`src/rtl/lever_pkg.sv`:
```
// Shared types and arithmetic helpers for the lever position generator.
package lever_pkg;

   localparam int unsigned SAT_W  = 13;
   localparam int unsigned AXIS_W = 8;
   localparam int unsigned STEP_W = 4;

   typedef enum logic {
      LEVER_ANALOG  = 1'b0,
      LEVER_DIGITAL = 1'b1
   } lever_mode_e;

   // a + b, clipped at ceil_v; SAT_W is wide enough that the sum never wraps
   function automatic logic [SAT_W-1:0] sat_add(input logic [SAT_W-1:0] a,
                                                input logic [SAT_W-1:0] b,
                                                input logic [SAT_W-1:0] ceil_v);
      logic [SAT_W-1:0] s;
      s = a + b;
      return (s > ceil_v) ? ceil_v : s;
   endfunction

   // a - b, clipped at floor_v
   function automatic logic [SAT_W-1:0] sat_sub(input logic [SAT_W-1:0] a,
                                                input logic [SAT_W-1:0] b,
                                                input logic [SAT_W-1:0] floor_v);
      return (a >= floor_v + b) ? (a - b) : floor_v;
   endfunction

   // Signed stick axis to unsigned lever; non-inverted means stick up = more
   function automatic logic [AXIS_W-1:0] analog_map(input logic signed [AXIS_W-1:0] s,
                                                    input logic inv);
      logic signed [AXIS_W:0] t;
      t = inv ? (9'(s) + 9'sd128) : (9'sd127 - 9'(s));
      return AXIS_W'(t);
   endfunction

endpackage

```
`src/rtl/lever_ctrl_if.sv`:
```
// Joystick-side inputs and lever-side outputs of lever_ctrl.
interface lever_ctrl_if
   import lever_pkg::*;
#(
   parameter int unsigned CHANNELS = 2,
   parameter int unsigned WIDTH    = 8
);
   logic [CHANNELS-1:0]        mode;
   logic [CHANNELS-1:0]        auto_return;
   logic [CHANNELS-1:0]        invert;
   logic [1:0]                 rate_sel;
   logic [AXIS_W*CHANNELS-1:0] analog_in;
   logic [CHANNELS-1:0]        inc;
   logic [CHANNELS-1:0]        dec;
   logic [WIDTH*CHANNELS-1:0]  value_out;
   logic [CHANNELS-1:0]        at_max;
   logic [CHANNELS-1:0]        at_min;
   logic                       tick;

   modport master (
      output mode, auto_return, invert, rate_sel, analog_in, inc, dec,
      input  value_out, at_max, at_min, tick
   );

   modport slave (
      input  mode, auto_return, invert, rate_sel, analog_in, inc, dec,
      output value_out, at_max, at_min, tick
   );
endinterface

```
`src/rtl/lever_channel.sv`:
```
// One lever channel: analog map, digital ramp accumulator, bumpless mode switch.
module lever_channel
   import lever_pkg::*;
#(
   parameter int unsigned WIDTH    = 8,
   parameter int unsigned MAX_VAL  = 254,
   parameter int unsigned REST_VAL = 0
) (
   input  logic              clk_sys,
   input  logic              reset,
   input  logic              i_mode,
   input  logic              i_auto_return,
   input  logic              i_invert,
   input  logic [AXIS_W-1:0] i_analog,
   input  logic              i_inc,
   input  logic              i_dec,
   input  logic              i_tick,
   input  logic [STEP_W-1:0] i_step,
   output logic [WIDTH-1:0]  o_value,
   output logic              o_at_max,
   output logic              o_at_min
);

   lever_mode_e       w_mode;
   lever_mode_e       r_mode_d;
   logic              w_mode_chg;
   logic [AXIS_W-1:0] w_u;
   logic [WIDTH-1:0]  w_wide;
   logic [WIDTH-1:0]  w_analog;
   logic [SAT_W-1:0]  w_sat;
   logic [WIDTH-1:0]  w_acc_nxt;
   logic [WIDTH-1:0]  w_val_nxt;
   logic [WIDTH-1:0]  r_acc;
   logic [WIDTH-1:0]  r_value;
   logic              r_at_max;
   logic              r_at_min;

   assign w_mode     = lever_mode_e'(i_mode);
   assign w_mode_chg = (w_mode != r_mode_d);
   assign w_u        = analog_map(i_analog, i_invert);

   // Widen by repeating the top bits so full deflection reaches all-ones
   if (WIDTH > AXIS_W) begin : g_wide
      assign w_wide = {w_u, w_u[AXIS_W-1 -: WIDTH-AXIS_W]};
   end else begin : g_narrow
      assign w_wide = w_u;
   end

   assign w_analog = (w_wide > WIDTH'(MAX_VAL)) ? WIDTH'(MAX_VAL) : w_wide;

   // Ramp step applied on a tick
   always_comb begin
      w_sat = SAT_W'(r_acc);
      if (i_inc && !i_dec) begin
         w_sat = sat_add(SAT_W'(r_acc), SAT_W'(i_step), SAT_W'(MAX_VAL));
      end else if (i_dec && !i_inc) begin
         w_sat = sat_sub(SAT_W'(r_acc), SAT_W'(i_step), '0);
      end else if (!i_inc && !i_dec && i_auto_return) begin
         if (r_acc > WIDTH'(REST_VAL)) begin
            w_sat = sat_sub(SAT_W'(r_acc), SAT_W'(i_step), SAT_W'(REST_VAL));
         end else begin
            w_sat = sat_add(SAT_W'(r_acc), SAT_W'(i_step), SAT_W'(REST_VAL));
         end
      end
   end

   // Entering digital mode takes over the current output and skips that tick
   always_comb begin
      w_acc_nxt = r_acc;
      if (w_mode_chg) begin
         w_acc_nxt = r_value;
      end else if (i_tick) begin
         w_acc_nxt = WIDTH'(w_sat);
      end
      w_val_nxt = (w_mode == LEVER_DIGITAL) ? w_acc_nxt : w_analog;
   end

   always_ff @(posedge clk_sys) begin
      if (reset) begin
         r_mode_d <= w_mode;
         r_acc    <= '0;
         r_value  <= '0;
         r_at_max <= 1'b0;
         r_at_min <= 1'b1;
      end else begin
         r_mode_d <= w_mode;
         if (w_mode == LEVER_DIGITAL) begin
            r_acc <= w_acc_nxt;
         end
         r_value  <= w_val_nxt;
         r_at_max <= (w_val_nxt == WIDTH'(MAX_VAL));
         r_at_min <= (w_val_nxt == '0);
      end
   end

   assign o_value  = r_value;
   assign o_at_max = r_at_max;
   assign o_at_min = r_at_min;

endmodule

```
`src/rtl/lever_ctrl.sv`:
```
// Multi-channel lever generator: shared ramp prescaler plus per-channel lever_channel.
module lever_ctrl
   import lever_pkg::*;
#(
   parameter int unsigned CHANNELS = 2,
   parameter int unsigned WIDTH    = 8,
   parameter int unsigned TICK_DIV = 196850,
   parameter int unsigned MAX_VAL  = 254,
   parameter int unsigned REST_VAL = 0
) (
   input  logic         clk_sys,
   input  logic         reset,
   lever_ctrl_if.slave  bus
);

   localparam int unsigned CNT_W = (TICK_DIV > 2) ? $clog2(TICK_DIV) : 1;

   logic [CNT_W-1:0]          r_cnt;
   logic [CNT_W-1:0]          w_cnt_nxt;
   logic                      r_tick;
   logic [STEP_W-1:0]         w_step;
   logic [WIDTH*CHANNELS-1:0] w_value;
   logic [CHANNELS-1:0]       w_at_max;
   logic [CHANNELS-1:0]       w_at_min;

   assign w_cnt_nxt = (r_cnt == CNT_W'(TICK_DIV - 1)) ? '0 : (r_cnt + CNT_W'(1));
   assign w_step    = STEP_W'(1) << bus.rate_sel;

   // Tick is registered from the next count so it lines up with count == TICK_DIV-1
   always_ff @(posedge clk_sys) begin
      if (reset) begin
         r_cnt  <= '0;
         r_tick <= 1'b0;
      end else begin
         r_cnt  <= w_cnt_nxt;
         r_tick <= (w_cnt_nxt == CNT_W'(TICK_DIV - 1));
      end
   end

   for (genvar g = 0; g < CHANNELS; g++) begin : g_ch
      lever_channel #(
         .WIDTH    (WIDTH),
         .MAX_VAL  (MAX_VAL),
         .REST_VAL (REST_VAL)
      ) u_ch (
         .clk_sys       (clk_sys),
         .reset         (reset),
         .i_mode        (bus.mode[g]),
         .i_auto_return (bus.auto_return[g]),
         .i_invert      (bus.invert[g]),
         .i_analog      (bus.analog_in[g*AXIS_W +: AXIS_W]),
         .i_inc         (bus.inc[g]),
         .i_dec         (bus.dec[g]),
         .i_tick        (r_tick),
         .i_step        (w_step),
         .o_value       (w_value[g*WIDTH +: WIDTH]),
         .o_at_max      (w_at_max[g]),
         .o_at_min      (w_at_min[g])
      );
   end

   assign bus.value_out = w_value;
   assign bus.at_max    = w_at_max;
   assign bus.at_min    = w_at_min;
   assign bus.tick      = r_tick;

endmodule

```
`src/flat_wrapper.sv`:
```
// flat-port wrapper written by rule: the top's interface ports become plain ports
module lever_ctrl_flat import lever_pkg::*;
#(
   parameter int unsigned CHANNELS = 2,
   parameter int unsigned WIDTH    = 8,
   parameter int unsigned TICK_DIV = 196850,
   parameter int unsigned MAX_VAL  = 254,
   parameter int unsigned REST_VAL = 0
)
  (clk_sys, reset, bus_mode, bus_auto_return, bus_invert, bus_rate_sel, bus_analog_in, bus_inc, bus_dec, bus_value_out, bus_at_max, bus_at_min, bus_tick);
  lever_ctrl_if #(.CHANNELS(CHANNELS), .WIDTH(WIDTH)) bus_i ();
  input  logic clk_sys;
  input  logic reset;
  input wire logic [$bits(bus_i.mode)-1:0] bus_mode;
  input wire logic [$bits(bus_i.auto_return)-1:0] bus_auto_return;
  input wire logic [$bits(bus_i.invert)-1:0] bus_invert;
  input wire logic [$bits(bus_i.rate_sel)-1:0] bus_rate_sel;
  input wire logic [$bits(bus_i.analog_in)-1:0] bus_analog_in;
  input wire logic [$bits(bus_i.inc)-1:0] bus_inc;
  input wire logic [$bits(bus_i.dec)-1:0] bus_dec;
  output wire logic [$bits(bus_i.value_out)-1:0] bus_value_out;
  output wire logic [$bits(bus_i.at_max)-1:0] bus_at_max;
  output wire logic [$bits(bus_i.at_min)-1:0] bus_at_min;
  output wire logic [$bits(bus_i.tick)-1:0] bus_tick;
  assign bus_i.mode = bus_mode;
  assign bus_i.auto_return = bus_auto_return;
  assign bus_i.invert = bus_invert;
  assign bus_i.rate_sel = bus_rate_sel;
  assign bus_i.analog_in = bus_analog_in;
  assign bus_i.inc = bus_inc;
  assign bus_i.dec = bus_dec;
  assign bus_value_out = bus_i.value_out;
  assign bus_at_max = bus_i.at_max;
  assign bus_at_min = bus_i.at_min;
  assign bus_tick = bus_i.tick;
  lever_ctrl #(.CHANNELS(CHANNELS), .WIDTH(WIDTH), .TICK_DIV(TICK_DIV), .MAX_VAL(MAX_VAL), .REST_VAL(REST_VAL)) u_core (.clk_sys(clk_sys), .reset(reset), .bus(bus_i));
endmodule
```
`config.mk`:
```
export PLATFORM = sky130hd
export DESIGN_NAME = lever_ctrl_flat
export DESIGN_NICKNAME = d
export VERILOG_FILES = /design/src/rtl/lever_pkg.sv /design/src/rtl/lever_ctrl_if.sv /design/src/rtl/lever_channel.sv /design/src/rtl/lever_ctrl.sv /design/src/flat_wrapper.sv
export SDC_FILE = /design/constraint.sdc
export NUM_CORES = 1
export LEC_CHECK = 0
export ABC_AREA = 1
export ABC_CLOCK_PERIOD_IN_PS = 3200
export BUFFER_PORTS_ARGS = -buffer_cell sky130_fd_sc_hd__buf_2
export CAP_MARGIN = 40
export CORE_MARGIN = 5
export CORE_UTILIZATION = 60
export DETAILED_ROUTE_END_ITERATION = 12
export PLACE_DENSITY = 0.81
export RECOVER_POWER = 25
export REMOVE_ABC_BUFFERS = 1
export SLEW_MARGIN = 40
export SYNTH_ARGS = -nofsm -noshare
export SYNTH_HDL_FRONTEND = slang
export SYNTH_SLANG_ARGS = --single-unit
```
`constraint.sdc`:
```
create_clock -name clk_sys -period 3.2 [get_ports clk_sys]
set_input_delay 0.48 -clock clk_sys [delete_from_list [all_inputs] [get_ports clk_sys]]
set_output_delay 0.48 -clock clk_sys [all_outputs]
set_load 0.1 [all_outputs]
```
## Yosys cells after proc, flatten, opt, wreduce, memory -nomap -nowiden

Cells that the tools add are included.

| word-level totals | value |
|---|---|
| bits in registers | 57 |
| output and inout port bits | 21 |
| input port bits | 30 |
| logic and storage cells | 77 |

| operators by class | value |
|---|---|
| reduce and logical (&&, ||, !) cells | 14 |
| shift operators | 1 |
| $lt $le $gt $ge | 10 |
| equality and inequality tests | 6 |
| muxes and demuxes | 25 |
| $add $sub $neg | 9 |

Operators by type and width:

| kind | count |
|---|---|
| 2-to-1 mux 8 bit | 24 |
| == test 18 bit, second input constant | 2 |
| adder 18 x 1 -> 18 bit, second input constant | 1 |
| adder 8 x 4 -> 9 bit | 2 |
| greater-than comparator 9 x 1 -> 1 bit, second input constant | 2 |
| greater-than comparator 9 x 8 -> 1 bit, second input constant | 2 |
| 2-to-1 mux 18 bit | 1 |
| adder 8 bit, second input constant | 2 |
| == test 8 bit, second input constant | 2 |
| greater-or-equal comparator 8 x 4 -> 1 bit | 2 |
| greater-than comparator 8 x 1 -> 1 bit, second input constant | 2 |
| greater-than comparator 8 bit, second input constant | 2 |
| zero test 8 bit | 2 |
| subtractor 8 x 4 -> 8 bit | 2 |
| subtractor 8 bit, first input constant | 2 |
| logical AND 1 bit | 8 |
| zero test 1 bit | 4 |
| left shift 1 x 2 -> 4 bit, first input constant | 1 |
| inequality test 1 bit | 2 |

## Depth between registers and ports, before layout

Gate-level depths: netlist of run 1.

| depth | value |
|---|---|
| word-level depth | 12 |
| depth in mapped cells | 23 |
| gate-level depth less buffers | 23 |

## Hierarchy

A second synthesis of run 1 with hierarchy kept.

| second synthesis, totals | value |
|---|---|
| cells, all modules | 855 |
| area, all modules | 5093.6 µm² |

By module, submodules not included:

| module | seq. area each (µm²) | instances | cells an instance | area each (µm²) |
|---|---|---|---|---|
| lever_channel (u_core.g_ch[1].u_ch) | 380.4 | 1 | 338 | 2008.2 |
| lever_channel (u_core.g_ch[0].u_ch) | 380.4 | 1 | 324 | 1925.6 |
| lever_ctrl | 380.4 | 1 | 193 | 1159.9 |

## Worst setup path after synthesis of run 1

Ideal clock, no wire load.

| timing path | value |
|---|---|
| path kind | input to register |
| start | input port bus_rate_sel[1] |
| end | register u_core.g_ch[1].u_ch.r_at_min |
| path buffers | 0 |
| stages on the path | 19 |
| required time | 3139 ps |
| data arrival time | 2655 ps |
| slack | 484 ps |
| setup time | 61 ps |
| path through | nor2_1 -> ha_1 -> inv_1 -> fa_1 -> nand2_1 -> nand2_1 -> a21oi_2 -> inv_2 -> nor2_4 -> inv_2 -> nand3_2 -> nor2_1 -> nor2_1 -> nand3_1 -> a21boi_1 -> nand3_1 -> nor2_1 -> nand3_1 -> nand2_1 |

| on the way | value |
|---|---|
| word-level cells in the longest chain between the ends | 12 |
| elaborated cells on any way between the ends | 17 |
| classes of those cells | add/sub (2); order compare (3); shift (1); mux (10); reduce/logical (1) |

RTL lines:

| element | line | RTL |
|---|---|---|
| start, declared | flat_wrapper.sv:17 | `input wire logic [$bits(bus_i.rate_sel)-1:0] bus_rate_sel;` |
| left shift 1 x 2 -> 4 bit * | lever_ctrl.sv:27 | `assign w_step = STEP_W'(1) << bus.rate_sel;` |
| adder 8 x 4 -> 9 bit | lever_pkg.sv:18 | `s = a + b;` |
| greater-than comparator 9 x 1 -> 1 bit | lever_pkg.sv:19 | `return (s > ceil_v) ? ceil_v : s;` |
| 2-to-1 mux 8 bit | lever_pkg.sv:19 |  |
| 2-to-1 mux 8 bit | lever_channel.sv:59 | `if (r_acc > WIDTH'(REST_VAL)) begin` |
| 2-to-1 mux 8 bit | lever_channel.sv:58 | `end else if (!i_inc && !i_dec && i_auto_return) begin` |
| 2-to-1 mux 8 bit | lever_channel.sv:56 | `end else if (i_dec && !i_inc) begin` |
| 2-to-1 mux 8 bit * | lever_channel.sv:54 | `if (i_inc && !i_dec) begin` |
| 2-to-1 mux 8 bit * | lever_channel.sv:72 | `end else if (i_tick) begin` |
| 2-to-1 mux 8 bit * | lever_channel.sv:70 | `if (w_mode_chg) begin` |
| 2-to-1 mux 8 bit * | lever_channel.sv:75 | `w_val_nxt = (w_mode == LEVER_DIGITAL) ? w_acc_nxt : w_analog;` |
| zero test 8 bit * | lever_channel.sv:92 | `r_at_min <= (w_val_nxt == '0);` |
| end signal, assigned | lever_channel.sv:92 |  |
| end, declared | lever_channel.sv:36 | `logic r_at_min;` |

Mark *: on every way between the ends. The rest lies on a longest branch, timed or not.
A chain may end at the register's enable or synchronous reset.

## Worst setup path after layout of run 1

| timing path | value |
|---|---|
| start | input port bus_rate_sel[1] |
| end | register u_core.g_ch[0].u_ch.r_at_min |

| on the way | value |
|---|---|
| word-level cells in the longest chain between the ends | 12 |
| elaborated cells on any way between the ends | 17 |
| classes of those cells | add/sub (2); order compare (3); shift (1); mux (10); reduce/logical (1) |

RTL lines:

| element | line |
|---|---|
| left shift 1 x 2 -> 4 bit * | lever_ctrl.sv:27 |
| adder 8 x 4 -> 9 bit | lever_pkg.sv:18 |
| greater-than comparator 9 x 1 -> 1 bit | lever_pkg.sv:19 |
| 2-to-1 mux 8 bit | lever_pkg.sv:19 |
| 2-to-1 mux 8 bit | lever_channel.sv:59 |
| 2-to-1 mux 8 bit | lever_channel.sv:58 |
| 2-to-1 mux 8 bit | lever_channel.sv:56 |
| 2-to-1 mux 8 bit * | lever_channel.sv:54 |
| 2-to-1 mux 8 bit * | lever_channel.sv:72 |
| 2-to-1 mux 8 bit * | lever_channel.sv:70 |
| 2-to-1 mux 8 bit * | lever_channel.sv:75 |
| zero test 8 bit * | lever_channel.sv:92 |
| end signal, assigned | lever_channel.sv:92 |
| end, declared | lever_channel.sv:36 |

Marks and branches as above.

==> impl_summary.md, run 1 <==
Synthesis
The share of the Yosys chip area taken by registers is 23.0%. The share of synthesized area in the top cell type comes to 23.0%. The number of different library cells in the post-synthesis netlist is 52. Counting flops and latches in the post-synthesis netlist gives 57. The Yosys step of the flow raised 0 warnings. The mapped netlist covers 4950 um2. Each instance of the synthesized netlist takes up on average about 6.3 um2. The share of async-settable or async-resettable flops after synthesis is 0%. The cell type with the largest total area after synthesis is dfxtp_1. By area the synthesized netlist is led by dfxtp_1, nand2_1, nand3_1. The cell count after synthesis is around 790.

The number of flops mapped to enable cells by yosys is 0. The commonest register cell after synthesis is dfxtp_1.

Clock network
After clock tree synthesis, the flow added hold-fix buffers numbering 0. Once the clock tree was built, the setup fixing pass inserted 0 buffers. Once the clock tree was built, the resizer swapped 0 gates to a different size.

No sink is reached through more buffers than the 2 on the longest clock path. The clock latency reported for the late side of the worst-skew pair is 0.33 ns. The clock transition at the registers of the reported paths is 0.06 ns. The clock buffer count from CTS is 9. The clock tree from TritonCTS is built.

The H-tree was split into 3 levels. The number of sinks handled by clock tree synthesis is 57. In this run the clock root is driven by a clkbuf_8.

Floorplanning
The die area is 10,200 um2. The floorplan has 33 rows. In this run the vertical extent of the chip is approximately 100 um. For this configuration, the core starts out at a cell density of 60.9%. The area inside the core boundary is 8130 um2. Pin placement for this block handled ~50 I/O pins. The width of the chip is 101 um.

Worst setup path
The number of cells on the critical path is 23. The number of buffers and inverters on the critical path is 4. STA puts the critical path data required time at around 3.4 ns. Of all nets on the critical path, the largest fanout is 7.

The critical path startpoint category is an input port. The largest single stage delay on the critical path is 0.39 ns. Data on the critical path arrives at its endpoint at 2.93 ns. The critical path in this run is classified as input port to register. The capture point of the worst reg-to-reg path is u_core.g_ch[1].u_ch.o_at_min.

The worst setup path is captured at a register. The library cell appearing most often on the critical path is nand2_1. Walking the worst path, the cells encountered are buf_2 > inv_1 > nor2_1 > inv_1 > ha_1 > inv_2 > nand4_1 > nand3_1 > nand2_1 > nand2_1 > nand2_1 > nand2_1 > nand3_2 > nand3_1 > nand2_1 > nand2_1 > nand2_1 > nand2_1 > nand2_1 > nand2_1 > nor2_1 > nand3_1 > nand2_1. The count of cells along the worst register-to-register path is 19. The worst register-to-register path begins at u_core.g_ch[1].u_ch.r_acc[0].

The internal reg-to-reg setup slack is 0.51 ns. The slowest stage of the critical path is the ha_1 cell. The kind of cell with the highest combined delay along the critical path is simple AND/OR/NAND/NOR gates.

Global routing
In the global route stage, met2 resource usage came out at a little over two fifths. The number of antenna violations at the first check in global routing came to 0. In the global route stage, overall resource usage came out at about a quarter. The wire length of the first global-routing pass is between 20 and 25 mm.

The number of global-route vias before repair is about 4.8k. For this run, global-route usage on met3 was measured as approximately 4.2%. The largest net degree at the start of global routing is 35.

For met1 alone, demand over resource in global routing was between 30% and 40%. met2 is the most crowded layer. The overall overflow remaining after global route is 0.

Pwr
The maximum resistive drop on vdd is 0.517 mV. The reported leakage power is 2.62 nW. The power per cell area is ~390 nW/um2.

Timing
The final count of hold timing violations is 0. The highest clock rate is 0.367 GHz. The fraction of the cycle the final worst path needs is 85.2%. Subtracting the final worst setup slack from the clock period gives 2.73 ns.

The final setup TNS is 0 ns. The max-slew violation count is 0. The worst clock skew is 0.00713 ns. The worst pin sits at a relative slew slack of around a fifth. The slew at the pin with the worst max-slew slack is 1.22 ns.

Setup repair after global routing left no endpoint under its margin. Setup violations remaining at the end of the flow were counted as 0. On the final layout, the worst hold slack is just over 0.4 ns.

Detailed routing
The via-per-instance ratio is 5.40. The DRC marker count from the first detailed-route iteration is 354. The detailed router placed 5,068 vias in this run. Wires add up to 12.5 mm. The number of detailed-route iterations in the first pass is 5. For this run, design rule violations remaining after detail routing come to 0. Once detail routing completed, the nets flagged for antenna violations numbered 0. The routed wire length per instance is between 10 and 15 um.

Min path
The worst min-delay path startpoint is bus_mode[0]. The worst hold path terminates at u_core.g_ch[0].u_ch.r_mode_d. The number of cells traversed by the worst hold path is 1. The type of the tightest min-delay check is input port to register.

Cells and area
Counting the fill cells in the layout gives 754. The area added between synthesis and finish is 8.46%. The final standard cell utilization of the core is 66.1%. The diode insertion count for antenna repair is 0. In the final layout, the share of cells above drive strength 1 is 13.7%. The layout net count is 881.

Status
The run finished with clean final reports.

Placed design
The count of buffers added on input and output ports is 50. The routability congestion estimate from global placement is approximately 1.0. The HPWL reported at the end of detailed placement is 9.80 mm.

Job
The max-cap violation count is 0.
[layout by cell type (no fill, tap or decap), types with 7 or more instances in the layout]
master    count
nand2_1     205
inv_2         8
nand4_1      19
ha_1         20
nand2_2      10
nand3b_1      7
xnor2_1       9
nand3_2       8
buf_2        35
a21oi_1      50
clkbuf_8     11
clkbuf_1     16
nor3_1       11
nor2_1       92
dfxtp_1      57
o21ai_0      21
xor2_1       16
inv_1        91
nand3_1      75
[kinds of logic (layout without fill, tap and decap cells)]
kind of cell    Yosys count  after routing  synth area share [%]
compound gates           96             96                  11.3
xor+xnor                 25             25                  4.42
fa+ha+maj                22             22                  5.86
buf+inv                 128            173                  10.7
flops                    57             57                  23.0
simple gates            460            460                  44.7
[per-layer routing]
layer,part of all wire [%],wire (um)
met1,44,5510
met2,49,6100
met3,5.8,726
met4,1.5,190
met5,0,0
[synthesized netlist by cell type, types with 6 or more instances]
cell type / instances
buf_2: 6
nand3b_1: 7
nand3_1: 75
nor2_1: 90
dfxtp_1: 57
inv_2: 8
nor3_1: 11
nand3_2: 8
ha_1: 20
clkbuf_1: 8
nand4_1: 18
xor2_1: 16
xnor2_1: 9
a21oi_2: 6
buf_4: 7
o21ai_0: 21
a21oi_1: 50
nand2_2: 10
nand2_1: 205
inv_1: 91
[per-stage QoR]
stage	total power, mW	setup WS, ns	std cells	area [um2]
CTS	2.09	0.506	938	5420
finish	2.07	0.472	938	5370
global placement	1.40	0.241	923	5230
floorplan	1.27	0.447	764	4820
detailed placement	1.41	0.168	923	5230
global route	2.20	0.146	938	5370
[power breakdown]
part           internal, mW  switching [mW]  leakage [nW]
clock network         0.395           0.276         0.102
logic                 0.179           0.441          2.06
registers             0.741          0.0396         0.466
[worst max-delay path by stage]
stage / from / to / slack [ns]
2_1_floorplan: bus_rate_sel[1] / u_core.g_ch[1].u_ch.o_at_min / 0.45
3_3_place_gp: bus_rate_sel[1] / u_core.g_ch[1].u_ch.o_at_min / 0.24
3_5_place_dp: bus_rate_sel[1] / u_core.g_ch[1].u_ch.o_at_min / 0.17
4_1_cts: bus_rate_sel[1] / u_core.g_ch[0].u_ch.o_at_min / 0.51
5_1_grt: bus_rate_sel[1] / u_core.g_ch[0].u_ch.o_at_min / 0.15
6_report: bus_rate_sel[1] / u_core.g_ch[0].u_ch.o_at_min / 0.47
[registers in the layout, summed over array words and instances, names as in the netlist]
signal and flops:
u_core.g_ch.u_ch.r_mode_d 2, u_core.g_ch.u_ch.r_acc 16, u_core.bus.tick 1, u_core.g_ch.u_ch.o_value 16
u_core.g_ch.u_ch.o_at_max 2, u_core.r_cnt 18, u_core.g_ch.u_ch.o_at_min 2
[final cells by class]
cell class              count  area (um2)  share of cell area (%)
clock inverters             3        40.0                   0.745
well taps                 105         131                    2.44
clock buffers              12         155                    2.89
flip-flops and latches     57        1140                    21.2
repair buffers             54         262                    4.87
multi-input cells         603        3250                    60.5
inverters                 104         392                    7.29
(Power assumes the default switching activity.)
==> run 2, diff against run 1 <==
--- a/config.mk
+++ b/config.mk
@@ -5,7 +5,6 @@
 export SDC_FILE = /design/constraint.sdc
 export NUM_CORES = 1
 export LEC_CHECK = 0
-export ABC_AREA = 1
 export ABC_CLOCK_PERIOD_IN_PS = 3200
 export BUFFER_PORTS_ARGS = -buffer_cell sky130_fd_sc_hd__buf_2
 export CAP_MARGIN = 40
==> run 2 against run 1 <==
  * Routed wire length rose by 19%
  * Die area fell by 7.5%
  * Power rose by 5.1%
  * Clock power fell by 1%
  * Clock skew fell by 0.00089 ns
  * Non-clock buffer count rose by 76
==> impl_summary.md, run 2 <==
Status
Run status: finished clean (unchanged).

Cells and area
The sequential cell area in the final layout is 1140 um2 (about the same). The count of filler cells inserted in the layout came to 533 (was 754). The number of flip-flops under the largest register name is 18 (unchanged). The register bank with the most flops is u_core.r_cnt (unchanged). The area of all placed cells without fillers came to 5760 um2 (was 5370 um2). The layout net count is 755 (was 881). The fraction of layout instances using a drive strength above 1 is 26.0% (was 13.7%). The area taken by multi-input logic gates is 3390 um2 (was 3250 um2). The area added between synthesis and finish is 26.8% (was 8.46%). The final standard cell utilization of the core is 78.6% (was 66.1%). The most common cell after layout, fill and taps aside is buf_4 (was nand2_1). The diode insertion count for antenna repair was 0 (unchanged).

Commonest cells after routing, fill and taps aside: buf_4, nor2_1, dfxtp_1, nand2_1, a21oi_1 (was nand2_1, nor2_1, inv_1, nand3_1, dfxtp_1).

Pwr
The reported leakage power is 2.26 nW (was 2.62 nW). The maximum resistive drop on vdd is 0.355 mV (was 0.517 mV). The power per cell area came to 378 nW/um2 (was 386 nW/um2).

Placed design
The HPWL reported at the end of detailed placement is 10.8 mm (was 9.80 mm). The routability congestion estimate from global placement is 0.990 (was 1.01). The cell area after placement was 5320 um2 (was 5230 um2).

The post-placement worst setup slack is -0.740 ns (was 0.168 ns). The number of buffer cells added on primary ports was 50 (unchanged).

Worst setup path
The capture point of the worst reg-to-reg path is u_core.g_ch[1].u_ch.o_at_max (was u_core.g_ch[1].u_ch.o_at_min). The critical path data arrival time is 3.45 ns (was 2.93 ns). The kind of capture point of the worst setup path was a register (unchanged). The library cell appearing most often on the critical path is ha_4 (was nand2_1). The type of the worst setup path is input port to register (unchanged). The peak fanout along the critical path is 4 (was 7). CP cell instances: buf_2 > or2b_4 > ha_4 > inv_1 > ha_4 > nand2b_4 > a311oi_4 > a21oi_2 > buf_4 > a32o_1 > a211oi_4 > a221oi_2 > or4_4 > nor4_4 (was buf_2 > inv_1 > nor2_1 > inv_1 > ha_1 > inv_2 > nand4_1 > nand3_1 > nand2_1 > nand2_1 > nand2_1 > nand2_1 > nand3_2 > nand3_1 > nand2_1 > nand2_1 > nand2_1 > nand2_1 > nand2_1 > nand2_1 > nor2_1 > nand3_1 > nand2_1). The critical register-to-register path startpoint is u_core.g_ch[1].u_ch.r_acc[1] (was u_core.g_ch[1].u_ch.r_acc[0]). The internal reg-to-reg setup slack is 0.12 ns (was 0.51 ns). The critical path startpoint category is an input port (unchanged). The library cell contributing the largest single delay on the critical path is or4_4 (was ha_1).

The count of cells along the worst register-to-register path was 12 (was 19). The worst endpoint required time is 3.46 ns (was 3.41 ns). The maximum cell stage delay along the critical path is 0.46 ns (was 0.39 ns).

Timing
The worst clock skew is 0.00625 ns (was 0.00713 ns). The final count of hold timing violations is 0 (unchanged). The highest clock rate is 0.314 GHz (was 0.367 GHz). The final setup TNS is 0 ns (unchanged).

The fraction of the cycle the final worst path needs came to 99.6% (was 85.2%). The max-slew headroom at the worst pin was 20.6% (was 19.1%). The post-layout worst setup margin is 0.0131 ns (was 0.472 ns). The slew at the pin with the worst max-slew slack is 1.20 ns (was 1.22 ns). The final worst hold slack came to 0.433 ns (was 0.407 ns).

The number of failing setup endpoints in the final timing report is 0 (unchanged). The shortest period the worst path allows was 3.19 ns (was 2.73 ns). The max-slew violation count came to 0 (unchanged).

Global routing
The largest net degree at the start of global routing was 37 (was 35). The number of global-route vias before repair was 4,750 (was 4,791). The overall global routing resource usage is 28.9% (was 25.7%). The overall overflow remaining after global route was 0 (unchanged).

The wire length of the first global-routing pass was 22.8 mm (was 21.6 mm). The number of antenna violations at the first check in global routing came to 0 (unchanged).

Synthesis
The top cell type's share of synthesized area came to 25.1% (was 23.0%). The count of state elements after synthesis is 57 (unchanged). The most common cell in the netlist is nor2_1 (was nand2_1). Top cells by instance count after synthesis: nor2_1, dfxtp_1, nand2_1 (was nand2_1, inv_1, nor2_1).

The netlist area before placement is 4540 um2 (was 4950 um2). The sequential-to-total area share from yosys stat was 25.1% (was 23.0%). The cell type with the largest total area after synthesis is dfxtp_1 (unchanged). The Yosys warning count is 0 (unchanged). The number of different library cells in the post-synthesis netlist is 76 (was 52). The share of async-settable or async-resettable flops after synthesis was 0% (unchanged).

The cell count after synthesis is 600 (was 788). The commonest register cell after synthesis is dfxtp_1 (unchanged). The mean area per synthesized cell is 7.57 um2 (was 6.29 um2).

The number of flops mapped to enable cells by yosys is 0 (unchanged). Dominant cells by area after synthesis: dfxtp_1, nor2_1, ha_1 (was dfxtp_1, nand2_1, nand3_1).

Clock network
The clock root buffer is clkbuf_8 (unchanged). The clock latency reported for the late side of the worst-skew pair was 0.34 ns (was 0.33 ns). The worst-case clock buffer depth is 2 (unchanged).

The number of sinks handled by clock tree synthesis is 57 (unchanged). The clock transition at the registers of the reported paths is 0.07 ns (was 0.06 ns). The clock buffer count from CTS is 9 (unchanged). The total number of H-tree levels was 3 (unchanged). The clock tree from TritonCTS is built (unchanged).

Job
The max-cap violation count was 0 (unchanged).

Floorplanning
The die area came to 9410 um2 (was 10,200 um2). The width of the chip is 97.0 um (was 101 um). The number of top-level pins was 51 (unchanged). The number of standard-cell rows in the floorplan was 31 (was 33). The height of the die is 97.0 um (was 101 um). The area inside the core boundary is 7330 um2 (was 8130 um2).

The effective utilization at floorplan was 62.0% (was 60.9%).

Detailed routing
The number of detailed-route iterations in the first pass came to 7 (was 5). The residual antenna-violating net count after detailed routing is 0 (unchanged). The routed wire length per instance is 18.5 um (was 13.4 um). The via total after detailed routing was 5,108 (was 5,068). The total wirelength of the detailed-routed design is 15.0 mm (was 12.5 mm). The via-per-instance ratio is 6.33 (was 5.40). The DRC marker count from the first detailed-route iteration is 467 (was 354).

The detailed-route DRC error count is 0 (unchanged).

Min path
The worst min-delay path startpoint was bus_mode[1] (was bus_mode[0]). The end of the worst hold path is u_core.g_ch[1].u_ch.r_mode_d (was u_core.g_ch[0].u_ch.r_mode_d). The type of the tightest min-delay check was input port to register (unchanged).

The number of cells traversed by the worst hold path is 1 (unchanged).
==> run 2: cell types whose count changed after synthesis, moves of 12 or more <==
cell / change
a21oi_1: -13
a31oi_1: +12
clkbuf_1: +22
inv_1: -68
nand2_1: -160
nand2b_1: +15
nand3_1: -60
nor2_1: -15
nor2b_1: +15
nor4_1: +12
==> run 2: timing repair <==
item | CTS | global route
pin swaps | 2 | 14
resized for setup | 5 | 45
hold buffers | 0 | 0
buffers inserted | 0 | 5
endpoints found under the setup margin | 3 | 6
==> run 2: report_power, final <==
group          total (mW)  internal [mW]  switching [mW]
Clock               0.661          0.379           0.282
Combinational       0.733          0.277           0.456
Sequential          0.785          0.741          0.0435
Total                2.18           1.40           0.782
==> run 2: worst max-delay path, delay by kind of cell <==
kind / cells / cell delay, ns
buffers and inverters: 3 / 0.35
adder cells (fa/ha/maj): 2 / 0.40
AO/OA/AOI/OAI: 5 / 1.16
AND/OR/NAND/NOR: 4 / 1.04
==> run 2: worst max path at each step <==
stage / startpoint / endpoint
floorplan: bus_rate_sel[0] / u_core.g_ch[0].u_ch.o_at_min
global placement: bus_rate_sel[0] / u_core.g_ch[1].u_ch.o_at_max
detailed placement: bus_rate_sel[1] / u_core.g_ch[1].u_ch.o_at_max
CTS: bus_rate_sel[1] / u_core.g_ch[0].u_ch.o_at_min
global route: bus_rate_sel[0] / u_core.g_ch[0].u_ch.o_at_max
finish: bus_rate_sel[0] / u_core.g_ch[1].u_ch.o_at_max
==> run 2: logic make-up (layout without fill, tap and decap cells) <==
family	count (synthesis)	in the layout	synth area share, %
flops	57	57	25.1
buf+inv	61	169	5.45
xor+xnor	38	38	7.32
mux	1	1	0.220
simple gates	259	259	30.0
compound gates	162	162	25.5
fa+ha+maj	22	22	6.39
==> run 2: per-stage QoR <==
step | power, mW | cells
5_1_grt | 2.27 | 807
6_report | 2.18 | 807
3_3_place_gp | 1.45 | 786
4_1_cts | 2.11 | 802
2_1_floorplan | 1.20 | 562
3_5_place_dp | 1.46 | 786
==> run 2: final cells by class <==
class / instances / area share (%)
repair buffers: 130 / 14.4
clock inverters: 3 / 0.695
clock buffers: 13 / 2.58
multi-input cells: 482 / 58.9
flip-flops and latches: 57 / 19.8
inverters: 23 / 1.50
well taps: 99 / 2.15
==> run 2: per-layer routing <==
layer  track usage (%)  share of wire (%)  vias up
met1              37.7                 42     2398
met2              48.4                 48      246
met5                 0                  0        -
li1                  -                  -     2419
met3              4.10                7.6       45
met4              10.8                2.9        0
